==> src/rtl/sevenseg_mux.sv <==
// -----------------------------------------------------------------------------
// sevenseg_mux
//   Time-multiplexed scanner for a NUM_DIGITS-digit seven-segment display.
//   One digit is shown per refresh tick. Frames are tear-free: a new value is
//   first held in a pending register. It is copied into the shadow register that
//   the scanner reads only when scanning wraps back to digit 0.
//
// Parameters
//   NUM_DIGITS      number of digits (1..8)
//   MAIN_CLK        in_clk frequency [Hz]
//   DIGIT_CLK       per-digit refresh rate [Hz]; divider = MAIN_CLK/DIGIT_CLK (min 2)
//   SEL_ZERO_IS_ON  1: out_sel active-low, 0: out_sel active-high
//
// Ports
//   in_clk     system clock
//   in_rst     asynchronous reset, active-high
//   in_value   hex value, nibble i = digit i (digit 0 least significant)
//   in_update  1-cycle strobe, captures in_value into the pending register
//   out_digit  nibble of the currently selected digit
//   out_sel    one-hot digit enable (polarity from SEL_ZERO_IS_ON)
//   out_idx    index of the currently selected digit
//   out_blank  1: current digit must be dark
//   out_frame  1-cycle pulse while digit 0 of a new frame is first shown
//
// Build option
//   SEVENSEG_MUX_BLANK_EN  when defined, enables leading-zero blanking. A blank
//                          mask is computed each time the shadow register loads.
//                          A blanked digit drives out_blank=1 and leaves every
//                          out_sel line inactive. When undefined, out_blank is
//                          tied to 0.
// -----------------------------------------------------------------------------
module sevenseg_mux #(
    parameter int NUM_DIGITS     = 4,
    parameter int MAIN_CLK       = 50_000_000,
    parameter int DIGIT_CLK      = 1_000,
    parameter int SEL_ZERO_IS_ON = 0
) (
    input  logic                      in_clk,
    input  logic                      in_rst,
    input  logic [4*NUM_DIGITS-1:0]   in_value,
    input  logic                      in_update,
    output logic [3:0]                out_digit,
    output logic [NUM_DIGITS-1:0]     out_sel,
    output logic [2:0]                out_idx,
    output logic                      out_blank,
    output logic                      out_frame
);

    localparam int DIV_RAW = MAIN_CLK / DIGIT_CLK;
    localparam int DIV     = (DIV_RAW < 2) ? 2 : DIV_RAW;
    localparam int PW      = $clog2(DIV);
    localparam int W       = 4 * NUM_DIGITS;

    localparam logic [PW-1:0]         PRE_LAST = PW'(DIV - 1);
    localparam logic [2:0]            IDX_LAST = 3'(NUM_DIGITS - 1);
    localparam logic                  SEL_POL  = (SEL_ZERO_IS_ON != 0);
    localparam logic [NUM_DIGITS-1:0] SEL_INV  = {NUM_DIGITS{SEL_POL}};
    localparam logic [NUM_DIGITS-1:0] SEL_RST  = NUM_DIGITS'(1) ^ SEL_INV;

    logic [PW-1:0]          presc_reg, presc_next;
    logic [2:0]             idx_reg, idx_next;
    logic [W-1:0]           shadow_reg, shadow_next;
    logic [W-1:0]           pending_reg, pending_next;
    logic                   pend_flag_reg, pend_flag_next;
    logic [3:0]             digit_reg, digit_next;
    logic [NUM_DIGITS-1:0]  sel_reg, sel_next;
    logic [NUM_DIGITS-1:0]  onehot_next;
    logic                   frame_reg;
    logic                   tick, wrap;

    // Prescaler, scan index and the pending/shadow handoff
    always_comb begin
        tick           = (presc_reg == PRE_LAST);
        wrap           = tick && (idx_reg == IDX_LAST);
        presc_next     = tick ? '0 : presc_reg + PW'(1);
        idx_next       = idx_reg;
        pending_next   = pending_reg;
        pend_flag_next = pend_flag_reg;
        shadow_next    = shadow_reg;

        if (tick) begin
            idx_next = (idx_reg == IDX_LAST) ? 3'd0 : idx_reg + 3'd1;
        end

        if (in_update) begin
            pending_next   = in_value;
            pend_flag_next = 1'b1;
        end

        // At the frame boundary a strobe arriving in the same cycle wins.
        // It goes straight into the shadow, so the new frame starts with it.
        if (wrap) begin
            if (in_update) begin
                shadow_next    = in_value;
                pend_flag_next = 1'b0;
            end else if (pend_flag_reg) begin
                shadow_next    = pending_reg;
                pend_flag_next = 1'b0;
            end
        end
    end

    // Outputs are computed from the next-state values, so they change on the
    // same edge as the scan index.
    always_comb begin
        digit_next = '0;
        for (int i = 0; i < NUM_DIGITS; i++) begin
            if (idx_next == 3'(i)) begin
                digit_next = shadow_next[4*i +: 4];
            end
        end
    end

    generate
        for (genvar gi = 0; gi < NUM_DIGITS; gi++) begin : g_onehot
            assign onehot_next[gi] = (idx_next == 3'(gi));
        end
    endgenerate

`ifdef SEVENSEG_MUX_BLANK_EN
    logic [NUM_DIGITS-1:0]  mask_calc, mask_reg, mask_next;
    logic                   blank_reg, blank_next;
    logic                   load;

    // The shadow register takes a new value exactly when this is true
    assign load = wrap && (in_update || pend_flag_reg);

    // Digit i is a leading zero when it and every higher nibble are zero.
    // Digit 0 stays lit so a zero value still reads "0".
    generate
        for (genvar gi = 0; gi < NUM_DIGITS; gi++) begin : g_mask
            if (gi == 0) begin : g_first
                assign mask_calc[gi] = 1'b0;
            end else begin : g_rest
                assign mask_calc[gi] = (shadow_next[W-1:4*gi] == '0);
            end
        end
    endgenerate

    assign mask_next  = load ? mask_calc : mask_reg;
    assign blank_next = |(mask_next & onehot_next);
    assign sel_next   = blank_next ? '0 : onehot_next;

    always_ff @(posedge in_clk or posedge in_rst) begin
        if (in_rst) begin
            mask_reg  <= '0;
            blank_reg <= 1'b0;
        end else begin
            mask_reg  <= mask_next;
            blank_reg <= blank_next;
        end
    end

    assign out_blank = blank_reg;
`else
    assign sel_next  = onehot_next;
    assign out_blank = 1'b0;
`endif

    always_ff @(posedge in_clk or posedge in_rst) begin
        if (in_rst) begin
            presc_reg     <= '0;
            idx_reg       <= 3'd0;
            shadow_reg    <= '0;
            pending_reg   <= '0;
            pend_flag_reg <= 1'b0;
            digit_reg     <= 4'd0;
            sel_reg       <= SEL_RST;
            frame_reg     <= 1'b0;
        end else begin
            presc_reg     <= presc_next;
            idx_reg       <= idx_next;
            shadow_reg    <= shadow_next;
            pending_reg   <= pending_next;
            pend_flag_reg <= pend_flag_next;
            digit_reg     <= digit_next;
            sel_reg       <= sel_next ^ SEL_INV;
            frame_reg     <= wrap;
        end
    end

    assign out_digit = digit_reg;
    assign out_sel   = sel_reg;
    assign out_idx   = idx_reg;
    assign out_frame = frame_reg;

endmodule

==> config.mk <==
export PLATFORM = sky130hd
export DESIGN_NAME = sevenseg_mux
export DESIGN_NICKNAME = d
export VERILOG_FILES = /design/src/rtl/sevenseg_mux.sv
export SDC_FILE = /design/constraint.sdc
export NUM_CORES = 1
export LEC_CHECK = 0
export BUFFER_PORTS_ARGS = -buffer_cell sky130_fd_sc_hd__clkbuf_2
export CAP_MARGIN = 20
export CELL_PAD_IN_SITES_DETAIL_PLACEMENT = 0
export CELL_PAD_IN_SITES_GLOBAL_PLACEMENT = 2
export CORE_MARGIN = 1
export CORE_UTILIZATION = 39
export DETAILED_ROUTE_END_ITERATION = 8
export GPL_ROUTABILITY_DRIVEN = 0
export PLACE_DENSITY = 0.79
export SLEW_MARGIN = 30
export SYNTH_ARGS = -nofsm -noshare
export SYNTH_HDL_FRONTEND = slang
export SYNTH_SLANG_ARGS = --single-unit
==> constraint.sdc <==
create_clock -name in_clk -period 2.7 [get_ports in_clk]
set_input_delay 0.54 -clock in_clk [delete_from_list [all_inputs] [get_ports in_clk]]
set_output_delay 0.54 -clock in_clk [all_outputs]
set_load 0.01 [all_outputs]
==> results of run 1 <==
[per-layer routing]
| layer | global-route usage, % | share of wire (%) | vias to the layer above |
|---|---|---|---|
| met4 | 9.545 | 3.0 | 0 |
| met1 | 23.40 | 50 | 913 |
| li1 | - | - | 876 |
| met5 | 0 | 0 | - |
| met3 | 4.331 | 3.3 | 15 |
| met2 | 24.00 | 44 | 34 |
[layout by cell type (no fill, tap or decap), types with 4 or more instances in the layout]
master and n:
mux2_2 17, clkbuf_2 30, nor2_1 22, xor2_1 10, buf_4 7, clkinv_2 4
o21ai_0 6, o22a_1 4, and3_1 4, xnor2_1 4, nand2_1 9, dfrtp_1 60
o22a_2 4, inv_1 6, clkbuf_8 10, nand3_1 10
[critical path, delay by kind of cell, from the launching register on]
kind	cells	cell delay, ns
muxes	1	0.31
buffers and inverters	2	0.42
and+or+nand+nor	3	0.90
AOI/OAI and AO/OA	2	0.31
DFF	1	0.42
[Yosys cell counts, drive strengths merged (4+ instances only)]
| master | number |
|---|---|
| and3 | 4 |
| buf | 4 |
| clkbuf | 4 |
| dfrtp | 60 |
| inv | 7 |
| mux2 | 19 |
| nand2 | 10 |
| nand3 | 11 |
| nor2 | 24 |
| nor3 | 7 |
| o21ai | 7 |
| o22a | 8 |
| xnor2 | 4 |
| xor2 | 10 |
[report_power, final]
part | switching [µW] | internal (µW)
combinational | 42.2 | 34.4
clock | 357 | 354
sequential | 6.65 | 937
total | 406 | 1330
[per-stage QoR]
| stage | instances | util (%) | total power, µW | worst slack, ns | hold WS [ns] |
|---|---|---|---|---|---|
| floorplan | 225 | - | 1010 | 0.3165 | 0.4551 |
| CTS | 367 | 47.18 | 1762 | 0.1423 | 0.3138 |
| global route | 367 | 47.22 | 1813 | 0.03082 | 0.3484 |
| finish | 367 | 47.22 | 1731 | 0.2191 | 0.2899 |
| global placement | 351 | 44.59 | 1039 | 0.2739 | 0.4730 |
| detailed placement | 351 | 44.59 | 1041 | 0.1761 | 0.4792 |
[cell type report]
type                       instances  area share, %
clock buffer                      10          4.290
sequential                        61          47.62
clock inverter                     6          1.209
inverter                           9          1.092
multi-input combinational        147          35.10
tap                               96          3.744
timing repair buffer              38          6.942
[path summary, 6_finish.rpt]
check,startpoint,endpoint,cells past startpoint
min in group in_clk,in_value[9],pending_reg[9],3
max reg2reg,presc_reg[5],out_digit[0],8
min reg2reg,shadow_reg[1],shadow_reg[1],2
max in group asynchronous,in_rst,out_sel[1],3
max,presc_reg[5],out_digit[0],8
min,in_rst,presc_reg[7],2
[cells by family (layout without fill, tap and decap cells)]
logic type / Yosys count / after routing / synth area share [%]
adders and majority gates: 2 / 2 / 0.9143
buffers and inverters: 17 / 63 / 3.109
and+or+nand+nor: 70 / 70 / 15.00
muxes: 21 / 21 / 8.550
xor gates and xnor gates: 14 / 14 / 4.481
AOI/OAI and AO/OA: 39 / 39 / 11.98
other: 1 / 1 / 0.1370
DFF: 61 / 61 / 55.83
==> results.md, run 1 <==
- Core area: 6794 µm²
- Cell count after synthesis: 225
- Placed instance area: 3029 µm²
- Worst Skew: 0.006284 ns
- Synth Flop Type: dfrtp_1
- Synthesized area: 2736 µm²
- DRC violations left: 0
- Tmin final: 2.481 ns
- CP Launch Type: flop
- 1st-pass router iterations: 4
- Post-detail-place hpwl: 3780 µm
- Largest net degree at the start of global routing: 33
- Final Hold Fails: 0
- Worst path most repeated cell: buf_4
- Area growth from synthesis to final layout: 17.24%
- Synth area leaders: dfrtp_1, mux2_2, xor2_1
- Routed len/inst: 14.41 µm
- Reg2Reg Setup Slack: 0.22 ns
- Vias per cell: 5.008
- Worst Path Required: 2.91 ns
- Yosys reg bits: 61
- Worst setup EP type: flop
- Final #Nets: 287
- Fillcell total: 643
- TNS Setup: 0 ns
- First-pass GRT wire length: 9273 µm
- Clock Sinks: 61
- Final WL: 5288 µm
- RSZ-0062 raised after global routing: no
- Layout cell share with drive strength beyond 1: 35.79%
- GR Util All Layers: 16.85%
- Type of the worst setup path: flop to flop
- Worst EP arrival: 2.69 ns
- Area leader, netlist: dfrtp_1
- Multi-input gate area: 1126 µm²
- Root Buffer: clkbuf_8
- Maximum buffer depth of the clock tree: 2
- Fraction of the cycle the final worst path needs: 91.88%
- Top-Level Pins: 32
- Slew Limit Fails: 0
- Total number of vias: 1,838
- Area fraction of the dominant cell type after synthesis: 54.87%
- Max stage delay on crit path: 0.58 ns
- Slowest-stage cell, CP: or4b_4
- Slew @ Worst Pin: 0.6561 ns
- IO Port Bufs: 30
- FFs w/ async S/R, synth: 100.0%
- N_diodes: 0
- Initial antenna violation count: 0
- Clk Latency, worst-skew pair: 0.33 ns
- EDFF count, synth: 0
- Min-Delay Path Class: input port to async pin
- Unique masters post-synth: 51
- Max-cap viol count: 0
- Cts bufs inserted: 9
- Fmax: 403.1 MHz
- Final setup violation count: 0
- Synthesized net count: 246
- CP max FO: 11
- Outcome: complete, no violations
- PostCTS Resize Cnt: 0
- Routed Antenna Nets: 0
- Initial Utilization: 40.28%
- Die Width: 85.77 µm
- P_leak: 0.001551 µW
- Sequential area share after synthesis: 55.83%
- Die Y: 85.77 µm
- Vias in the first global route: 1,908
- Post-CTS Setup Repair Bufs: 0
- Gr ovfl total: 0
- Synth Warn #: 0
- Slew HR: 56.19%
- Die area: 7356 µm²
- Clock transition at path regs: 0.07 ns
- VDD IR max: 0.0003253 V
- DRT iter0 DRCs: 84
- Row count: 30
- H-tree depth reported by CTS: 3
- Crit path cell chain: or4b_4, nor4_4, buf_4, mux2i_1, buf_4, nor3_2, a22oi_1, o2bb2ai_1
- CTS tree: built
- Register Area: 1528 µm²
- CTS Hold Buffers Added: 0
- Final Cell Area: 3208 µm²
- Pwr dens: 539.6 nW/µm²
- Syn_area_per_cell: 12.16 µm²
No activity file was read; power rests on OpenSTA's default activity.
==> run 2: changes to the inputs <==
--- a/config.mk
+++ b/config.mk
@@ -5,13 +5,14 @@
 export SDC_FILE = /design/constraint.sdc
 export NUM_CORES = 1
 export LEC_CHECK = 0
-export BUFFER_PORTS_ARGS = -buffer_cell sky130_fd_sc_hd__clkbuf_2
+export ABC_AREA = 1
 export CAP_MARGIN = 20
 export CELL_PAD_IN_SITES_DETAIL_PLACEMENT = 0
 export CELL_PAD_IN_SITES_GLOBAL_PLACEMENT = 2
 export CORE_MARGIN = 1
-export CORE_UTILIZATION = 39
+export CORE_UTILIZATION = 37
 export DETAILED_ROUTE_END_ITERATION = 8
+export DONT_BUFFER_PORTS = 1
 export GPL_ROUTABILITY_DRIVEN = 0
 export PLACE_DENSITY = 0.79
 export SLEW_MARGIN = 30
==> results.md, run 2 <==
- Tmin final: 2.036 ns
- Max-cap viol count: 0
- Crit path cell chain: ha_1, nand3_4, nor2_1, nand2_2, o21ai_4, nand2_2, nor2_1, nand2_1, nand4_1
- Leading cell types in the layout, fill and taps excluded: nand2_1, dfrtp_1, inv_1
- Worst hold slack: 0.3116 ns
- Register Area: 1528 µm²
- Unique masters post-synth: 34
- Int Power: 1413 µW
- EDFF count, synth: 0
- CP Launch Type: flop
- Slew Limit Fails: 0
- Max stage delay on crit path: 0.38 ns
- Synth Warn #: 0
- Die area: 8961 µm²
- Multi-input gate area: 1359 µm²
- Synth Flop Type: dfrtp_1
- Row count: 33
- P_leak: 0.001819 µW
- Final setup violation count: 0
- PostCTS Resize Cnt: 0
- Fraction of the cycle the final worst path needs: 75.42%
- Clk pwr share: 44.1%
- Gr ovfl total: 0
- Worst Path Required: 2.97 ns
- RSZ-0062 raised after global routing: no
- Final #Nets: 429
- Post-detail-place hpwl: 4859 µm
- Die Y: 94.66 µm
- Cell count after synthesis: 408
- Synthesized net count: 429
- Final Hold Fails: 0
- Initial antenna violation count: 0
- Worst EP arrival: 2.31 ns
- Vias in the first global route: 2,311
- Worst Skew: 0.01147 ns
- Post-CTS Setup Repair Bufs: 0
- Die Width: 94.66 µm
- Slew HR: 46.70%
- CTS Hold Buffers Added: 0
- Top-Level Pins: 32
- Outcome: complete, no violations
- Clock Sinks: 61
- VDD IR max: 0.0002363 V
- Sw Ratio: 23.80%
- Largest net degree at the start of global routing: 62
- Routed len/inst: 13.69 µm
- Final core occ: 41.80%
- R2r startpoint: presc_reg[0]
- Area fraction of the dominant cell type after synthesis: 47.26%
- Routed Antenna Nets: 0
- P_sw: 441.2 µW
- Maximum buffer depth of the clock tree: 2
- Pwr dens: 537.1 nW/µm²
- N_diodes: 0
- Slowest-stage cell, CP: dfrtp_1
- Worst setup EP type: flop
- GR Util All Layers: 17.73%
- Initial Utilization: 38.47%
- Synthesized area: 3177 µm²
- Syn_area_per_cell: 7.786 µm²
- First-pass GRT wire length: 11,900 µm
- FFs w/ async S/R, synth: 100.0%
- Most frequent cell after synthesis: nand2_1
- Cts bufs inserted: 9
- Core area: 8258 µm²
- IO Port Bufs: 0
- Commonest cells post-synth: nand2_1, dfrtp_1, inv_1
- CP max FO: 15
- Min-Delay Path Class: input port to async pin
- Final WL: 7092 µm
- Sequential area share after synthesis: 48.09%
- Fillcell total: 874
- DRT iter0 DRCs: 137
- Layout cell share with drive strength beyond 1: 12.59%
- TNS Setup: 0 ns
- Root Buffer: clkbuf_8
- Most common cell after layout, fill and taps aside: nand2_1
- Area growth from synthesis to final layout: 8.665%
- Area leader, netlist: dfrtp_1
- CTS tree: built
- Critical path origin: presc_reg[0]
- Comb pwr share: 4.9%
- Clk Latency, worst-skew pair: 0.34 ns
- Fmax: 491.1 MHz
- Clock transition at path regs: 0.08 ns
- H-tree depth reported by CTS: 3
- Vias per cell: 4.683
- Type of the worst setup path: flop to flop
- Synth area leaders: dfrtp_1, nand2_1, inv_1
- Total number of vias: 2,426
- Slew @ Worst Pin: 0.7995 ns
- Sequential group share of total power: 51.0%
- DRC violations left: 0
- 1st-pass router iterations: 4
- Yosys reg bits: 61
==> run 2: kinds of logic (layout without fill, tap and decap cells) <==
family	after synthesis	in the layout	share of synthesized area, %
compound gates	43	43	7.286
xor+xnor	8	8	2.206
fa+ha+maj	2	2	0.7876
buf+inv	68	73	9.137
flops	61	61	48.09
other cells	1	1	0.1180
simple gates	225	225	32.37
==> run 2: path summary, 6_finish.rpt <==
check,to,slack [ns],cells after the start
worst max-delay path,out_digit[3],0.66,9
worst min-delay path,out_sel[3],0.31,2
worst max register to register,out_digit[3],0.66,9
worst min register to register,presc_reg[0],0.47,1
max in group asynchronous,presc_reg[8],1.86,2
min in group in_clk,pend_flag_reg,0.34,2
==> run 2: final cells by class <==
type	count	share of cell area (%)
flip-flops and latches	61	44.26
multi-input cells	279	39.36
inverters	53	5.763
clock buffers	12	4.204
well taps	105	3.806
clock inverters	4	1.377
repair buffers	4	1.232
==> run 2: power by group through the flow <==
stage / clock network (µW) / registers, µW / logic [µW]
after floorplan: 0 / 960 / 73.8
after global placement: 0 / 963 / 92.4
after detailed placement: 0 / 963 / 93.0
after CTS: 849 / 946 / 93.4
after global routing: 885 / 948 / 109
final: 819 / 946 / 90.0
==> run 2: layer usage <==
layer / track usage, % / part of all wire, % / up-vias / wire, µm
met3: 5.717 / 4.4 / 7 / 314
met5: 0 / 0 / - / 0
met2: 24.28 / 41 / 44 / 2891
met4: 5.303 / 1.1 / 0 / 77
li1: - / - / 1266 / -
met1: 26.31 / 54 / 1109 / 3809
==> run 2: through the flow <==
stage	power (µW)	worst slack [ns]	instance area, µm²	cells
after global placement	1055	0.7165	3259	502
after floorplan	1034	0.6486	3177	408
after CTS	1888	0.6887	3452	518
final	1854	0.6636	3452	518
after global routing	1942	0.4906	3452	518
after detailed placement	1056	0.6948	3259	502
==> run 2: worst max-delay path: cells and delay by family, from the launching register on <==
kind / cells / cell delay [ns]
compound gates: 1 / 0.38
fa+ha+maj: 1 / 0.24
flops: 1 / 0.38
simple gates: 7 / 0.96
